===== src/rtl/ifq_fifo_if.sv =====
// Handshake and data bundle between the fetch-queue controller, the
// instruction fetch queue storage and decode.
//   master : controller side, drives push/pop/bypass/flush and write data
//   slave  : queue side, returns dout/dout_pc/dout_valid, count and status
interface ifq_fifo_if #(
    parameter int unsigned DATA_W = 32,
    parameter int unsigned PC_W   = 32,
    parameter int unsigned DEPTH  = 16
);
    localparam int unsigned ADDR_W = $clog2(DEPTH);

    logic              push_fifo;
    logic              pop_fifo;
    logic              bypass;
    logic              flush;
    logic [DATA_W-1:0] din;
    logic [PC_W-1:0]   din_pc;
    logic [DATA_W-1:0] dout;
    logic [PC_W-1:0]   dout_pc;
    logic              dout_valid;
    logic              fifo_empty;
    logic              fifo_full;
    logic [ADDR_W:0]   count;
    logic              overflow;
    logic              underflow;

    modport master (
        output push_fifo, pop_fifo, bypass, flush, din, din_pc,
        input  dout, dout_pc, dout_valid, fifo_empty, fifo_full, count,
               overflow, underflow
    );

    modport slave (
        input  push_fifo, pop_fifo, bypass, flush, din, din_pc,
        output dout, dout_pc, dout_valid, fifo_empty, fifo_full, count,
               overflow, underflow
    );
endinterface


===== src/rtl/ifq_fifo.sv =====
// Instruction fetch queue storage: circular buffer of instruction words
// tagged with their PCs, one-cycle registered read, empty-queue bypass,
// single-cycle branch flush and sticky overflow/underflow flags.
// Ports:
//   clk   : clock, all state updates on the rising edge
//   reset : synchronous active-low reset
//   bus   : ifq_fifo_if.slave (push/pop/bypass/flush in, dout/status out)
module ifq_fifo #(
    parameter int unsigned DATA_W = 32,
    parameter int unsigned PC_W   = 32,
    parameter int unsigned DEPTH  = 16
) (
    input  logic       clk,
    input  logic       reset,
    ifq_fifo_if.slave  bus
);
    localparam int unsigned ADDR_W  = $clog2(DEPTH);
    localparam int unsigned CNT_W   = ADDR_W + 1;
    localparam int unsigned ENTRY_W = PC_W + DATA_W;
    localparam logic [CNT_W-1:0] FULL_CNT = CNT_W'(DEPTH);

    logic [ENTRY_W-1:0] mem [DEPTH];
    logic [ADDR_W-1:0]  wr_ptr;
    logic [ADDR_W-1:0]  rd_ptr;
    logic [CNT_W-1:0]   cnt_q;
    logic [CNT_W-1:0]   cnt_next_c;
    logic [DATA_W-1:0]  dout_q;
    logic [PC_W-1:0]    dout_pc_q;
    logic               valid_q;
    logic               empty_q;
    logic               full_q;
    logic               ovf_q;
    logic               unf_q;

    logic empty_c;
    logic full_c;
    logic bypass_c;
    logic pop_acc_c;
    logic push_acc_c;
    logic ovf_c;
    logic unf_c;

    // Accept/reject decisions; occupancy is judged from the count register only
    always_comb begin
        empty_c    = (cnt_q == '0);
        full_c     = (cnt_q == FULL_CNT);
        bypass_c   = empty_c && bus.pop_fifo && bus.push_fifo && bus.bypass;
        pop_acc_c  = bus.pop_fifo && !empty_c;
        // A pop frees the slot a full-queue push needs in the same cycle
        push_acc_c = bus.push_fifo && !bypass_c && (!full_c || pop_acc_c);
        ovf_c      = bus.push_fifo && full_c && !pop_acc_c;
        unf_c      = bus.pop_fifo && empty_c && !bypass_c;
        cnt_next_c = cnt_q;
        if (push_acc_c && !pop_acc_c) begin
            cnt_next_c = cnt_q + CNT_W'(1);
        end else if (pop_acc_c && !push_acc_c) begin
            cnt_next_c = cnt_q - CNT_W'(1);
        end
    end

    // Storage array: written only on an accepted push, never reset
    always_ff @(posedge clk) begin
        if (reset && !bus.flush && push_acc_c) begin
            mem[wr_ptr] <= {bus.din_pc, bus.din};
        end
    end

    // Pointers, count, output register and sticky flags
    always_ff @(posedge clk) begin
        if (!reset) begin
            wr_ptr    <= '0;
            rd_ptr    <= '0;
            cnt_q     <= '0;
            dout_q    <= '0;
            dout_pc_q <= '0;
            valid_q   <= 1'b0;
            empty_q   <= 1'b1;
            full_q    <= 1'b0;
            ovf_q     <= 1'b0;
            unf_q     <= 1'b0;
        end else if (bus.flush) begin
            wr_ptr  <= '0;
            rd_ptr  <= '0;
            cnt_q   <= '0;
            valid_q <= 1'b0;
            empty_q <= 1'b1;
            full_q  <= 1'b0;
        end else begin
            if (push_acc_c) begin
                wr_ptr <= wr_ptr + ADDR_W'(1);
            end
            // When full, wr_ptr == rd_ptr: the read sees the old entry
            if (pop_acc_c) begin
                {dout_pc_q, dout_q} <= mem[rd_ptr];
                rd_ptr              <= rd_ptr + ADDR_W'(1);
            end else if (bypass_c) begin
                {dout_pc_q, dout_q} <= {bus.din_pc, bus.din};
            end
            valid_q <= pop_acc_c || bypass_c;
            cnt_q   <= cnt_next_c;
            empty_q <= (cnt_next_c == '0);
            full_q  <= (cnt_next_c == FULL_CNT);
            if (ovf_c) begin
                ovf_q <= 1'b1;
            end
            if (unf_c) begin
                unf_q <= 1'b1;
            end
        end
    end

    assign bus.dout       = dout_q;
    assign bus.dout_pc    = dout_pc_q;
    assign bus.dout_valid = valid_q;
    assign bus.fifo_empty = empty_q;
    assign bus.fifo_full  = full_q;
    assign bus.count      = cnt_q;
    assign bus.overflow   = ovf_q;
    assign bus.underflow  = unf_q;
endmodule


===== src/flat_wrapper.sv =====
// flat-port wrapper written by rule: the top's interface ports become plain ports
module ifq_fifo_flat 
#(
    parameter int unsigned DATA_W = 32,
    parameter int unsigned PC_W   = 32,
    parameter int unsigned DEPTH  = 16
)
  (clk, reset, bus_push_fifo, bus_pop_fifo, bus_bypass, bus_flush, bus_din, bus_din_pc, bus_dout, bus_dout_pc, bus_dout_valid, bus_fifo_empty, bus_fifo_full, bus_count, bus_overflow, bus_underflow);
  ifq_fifo_if #(.DATA_W(DATA_W), .PC_W(PC_W), .DEPTH(DEPTH)) bus_i ();
  input  logic clk;
  input  logic reset;
  input wire logic [$bits(bus_i.push_fifo)-1:0] bus_push_fifo;
  input wire logic [$bits(bus_i.pop_fifo)-1:0] bus_pop_fifo;
  input wire logic [$bits(bus_i.bypass)-1:0] bus_bypass;
  input wire logic [$bits(bus_i.flush)-1:0] bus_flush;
  input wire logic [$bits(bus_i.din)-1:0] bus_din;
  input wire logic [$bits(bus_i.din_pc)-1:0] bus_din_pc;
  output wire logic [$bits(bus_i.dout)-1:0] bus_dout;
  output wire logic [$bits(bus_i.dout_pc)-1:0] bus_dout_pc;
  output wire logic [$bits(bus_i.dout_valid)-1:0] bus_dout_valid;
  output wire logic [$bits(bus_i.fifo_empty)-1:0] bus_fifo_empty;
  output wire logic [$bits(bus_i.fifo_full)-1:0] bus_fifo_full;
  output wire logic [$bits(bus_i.count)-1:0] bus_count;
  output wire logic [$bits(bus_i.overflow)-1:0] bus_overflow;
  output wire logic [$bits(bus_i.underflow)-1:0] bus_underflow;
  assign bus_i.push_fifo = bus_push_fifo;
  assign bus_i.pop_fifo = bus_pop_fifo;
  assign bus_i.bypass = bus_bypass;
  assign bus_i.flush = bus_flush;
  assign bus_i.din = bus_din;
  assign bus_i.din_pc = bus_din_pc;
  assign bus_dout = bus_i.dout;
  assign bus_dout_pc = bus_i.dout_pc;
  assign bus_dout_valid = bus_i.dout_valid;
  assign bus_fifo_empty = bus_i.fifo_empty;
  assign bus_fifo_full = bus_i.fifo_full;
  assign bus_count = bus_i.count;
  assign bus_overflow = bus_i.overflow;
  assign bus_underflow = bus_i.underflow;
  ifq_fifo #(.DATA_W(DATA_W), .PC_W(PC_W), .DEPTH(DEPTH)) u_core (.clk(clk), .reset(reset), .bus(bus_i));
endmodule

===== config.mk =====
export PLATFORM = sky130hd
export DESIGN_NAME = ifq_fifo_flat
export DESIGN_NICKNAME = d
export VERILOG_FILES = /design/src/rtl/ifq_fifo_if.sv /design/src/rtl/ifq_fifo.sv /design/src/flat_wrapper.sv
export SDC_FILE = /design/constraint.sdc
export NUM_CORES = 1
export LEC_CHECK = 0
export CAP_MARGIN = 20
export CORE_UTILIZATION = 61
export DETAILED_ROUTE_END_ITERATION = 10
export GPL_TIMING_DRIVEN = 0
export PLACE_DENSITY_LB_ADDON = 0.12
export SLEW_MARGIN = 20
export SYNTH_ARGS = -nofsm -noshare
export SYNTH_HDL_FRONTEND = slang
export SYNTH_SLANG_ARGS = --single-unit
export TNS_END_PERCENT = 50

===== constraint.sdc =====
create_clock -name clk -period 6.8 [get_ports clk]
set_clock_uncertainty 0.05 [all_clocks]
set_input_delay 1.02 -clock clk [delete_from_list [all_inputs] [get_ports clk]]
set_output_delay 1.02 -clock clk [all_outputs]
set_load 0.02 [all_outputs]

==> out/metrics.cfg <==
[layout]
fillCellCount=3807
synthToLayoutAreaGrowth_pct=17.90
multiInputGateArea_um2=8961
drive_gt1_frac=0.2330
nets=2392
seq_area_um2=32470

[synthesis]
synth.yosys.warnings=0
synthFlopType=edfxtp_1
synth_nets=2085
synth_top_cells_by_count=edfxtp_1 (1024), mux4_2 (256), a21oi_1 (197)
synth_top_area_share=0.7333
synthTopCellsByArea=edfxtp_1 (73%), mux4_2 (14%), dfxtp_1 (4.1%)
yosysMostFrequentCell=edfxtp_1
synth_cell_types=50
synth.avg_cell_area_um2=20.89
synth.cell_area_um2=41930
yosysTopAreaCell=edfxtp_1
ys_seq_elements=1110
synthCells=2007
synthArstFlopShare=0
synth_enable_flop_cells=1024
yosysSeqAreaShare=0.7743

[clocking]
cts_hold_buf=0
cts.sinks=1110
cts_buffers=108
cts_resized=0
cts.clk_slew.worst_paths_ns=0.06
tritoncts=built
htreeDepth=3
cts_root_buf=clkbuf_16
cts_buffer_depth=3
clock_latency_ns=0.68
cts_setup_buffers=0

[critical_path]
crit_fanout=18
critPathRequiredTime_ns=7.11
cp-startpoint=bus_pop_fifo
ff2ff_path_depth=10
criticalPathCategory=in2reg
critPathCaptureType=flop
r2r_end=u_core.bus.dout[28]
r2r_setup_slack_ns=3.44
cp.arrival_ns=4.02
reg2reg_from=u_core.bus.count[0]
cp-endpoint=u_core.mem[8][58]
cp-start-kind=primary input

[floorplan]
die_area_um2=69800
num_rows=95
core_area_um2=67630
io_pins=144
die_h_um=264.2
die_w_um=264.2
initial_core_util=0.6200

[timing]
hold_ws_ns=0.4485
fmax_ghz=0.2697
hold_violations=0
drv_slew=0
min_period_over_period=0.5453
rsz0062_at_grt=false
period_minus_slack_ns=3.708
tns_ns=0
setup_violations=0
tightestPinTransition_ns=0.9935
slew-limit-headroom=0.3377

[pwr]
pwr_density_cell_nw_per_um2=288.2
ir_drop_mv=0.2318
leakagePower_uw=0.01536

[grt]
grt_pass1_vias=22650
grt_usage=0.2939
grt_pass1_wl_um=147900
grt_max_degree=22
overflow=0
antenna_found_initial=3

[status]
status=finished, final reports clean

[hold_path]
hold_class=reg2reg

[detailed_routing]
first_iter_violations=2400
routed_wl_um=100300
antenna_left=0
wire_per_inst_um=30.56
routed-via-count=22020
viasPerCell=6.711
firstDrtPassIters=7
drc=0

[place]
gp_congestion=0.7934
hpwlAfterDp_um=62210
port_buffers=143

[job]
maxCapViolCount=0

stage by stage:
stage	cell area (um2)	instances	power [uW]	util	worst slack [ns]
2_1_floorplan	41930	2007	7964	-	1.620
6_report	49440	3282	14250	0.7310	3.092
3_5_place_dp	45800	3077	8268	0.6772	2.475
3_3_place_gp	44460	3023	8241	0.6573	-2.472
4_1_cts	49440	3281	14300	0.7310	3.169
5_1_grt	49440	3281	14590	0.7310	2.918
placed cells by master (no fill, tap or decap), types with 4 or more instances in the layout:
master	count
nand3_1	5
clkbuf_1	73
mux4_2	256
dfxtp_1	86
a22oi_1	128
buf_4	14
clkinv_1	18
buf_16	18
clkinv_2	23
clkbuf_16	109
clkdlybuf4s50_1	143
inv_1	7
nor2b_1	8
nor2_4	16
and2_1	4
nand2_1	13
edfxtp_1	1024
nor2_1	15
a21oi_1	197
clkbuf_8	4
ha_1	8
bufinv_16	16
buf_12	36
xor2_1	4
o21ai_1	39
buf_2	44
o21ai_0	26
buf_1	16
clkinvlp_4	4
final cells by class:
class,instances,area share
repair buffers,197,0.05355
flip-flops and latches,1110,0.6568
plain buffers,126,0.01220
diodes,1,0.00005061
clock inverters,67,0.01544
multi-input cells,764,0.1813
clock buffers,137,0.05811
well taps,873,0.02209
inverters,7,0.0005315
registers in the layout (all words and copies together), names as in the netlist, named ones only:
| name | cells |
|---|---|
| u_core.wr_ptr | 4 |
| u_core.mem | 1024 |
| u_core.bus.dout | 32 |
| u_core.bus.count | 5 |
| u_core.bus.dout_valid | 1 |
| u_core.bus.fifo_empty | 1 |
| u_core.bus.underflow | 1 |
| u_core.rd_ptr | 4 |
| u_core.bus.fifo_full | 1 |
| u_core.bus.dout_pc | 32 |
| u_core.bus.overflow | 1 |
routing by layer:
metal,routed length [um],vias up,GRT usage
li1,-,9072,-
met1,39050,11580,0.4114
met2,50670,1204,0.4873
met3,8352,161,0.04661
met4,2203,6,0.08312
met5,45,-,0
cells by family (layout without fill, tap and decap cells):
kind of cell	Yosys count	count (layout)	share of synthesized area
flip-flops	1110	1110	0.7743
AO/OA/AOI/OAI	409	409	0.05854
multiplexers	257	257	0.1377
buffers and inverters	133	534	0.01501
AND/OR/NAND/NOR	83	83	0.01053
adder cells (fa/ha/maj)	8	8	0.002387
XOR/XNOR	7	7	0.001462
other	0	1	0
power breakdown:
group | switching (uW) | total (uW) | leakage [uW] | internal [uW]
Sequential | 22.4 | 7520 | 0.00991 | 7500
Clock | 2530 | 6120 | 0.00178 | 3600
Combinational | 369 | 608 | 0.00367 | 239
Total | 2920 | 14300 | 0.0154 | 11300
how the worst min path moves through the flow:
| stage | start | endpoint | slack [ns] | depth (start not counted) |
|---|---|---|---|---|
| after detailed placement | u_core.bus.overflow | u_core.bus.overflow | 0.44 | 2 |
| after global placement | u_core.bus.underflow | u_core.bus.underflow | 0.44 | 2 |
| after CTS | u_core.bus.overflow | u_core.bus.overflow | 0.45 | 2 |
| final | u_core.bus.overflow | u_core.bus.overflow | 0.45 | 2 |
| after floorplan | u_core.rd_ptr[1] | flop | 0.42 | 2 |
| after global routing | u_core.bus.underflow | u_core.bus.underflow | 0.47 | 2 |
worst max-delay path: stages:
cell             delay (ns)
clkdlybuf4s50_1        0.54
and3b_1                0.25
o211ai_1               0.39
and2_1                 0.19
clkbuf_1               0.27
nand2_1                0.32
nor2_4                 0.53
buf_12                 0.28
buf_12                 0.21
Power figures use the tool's default switching activity.
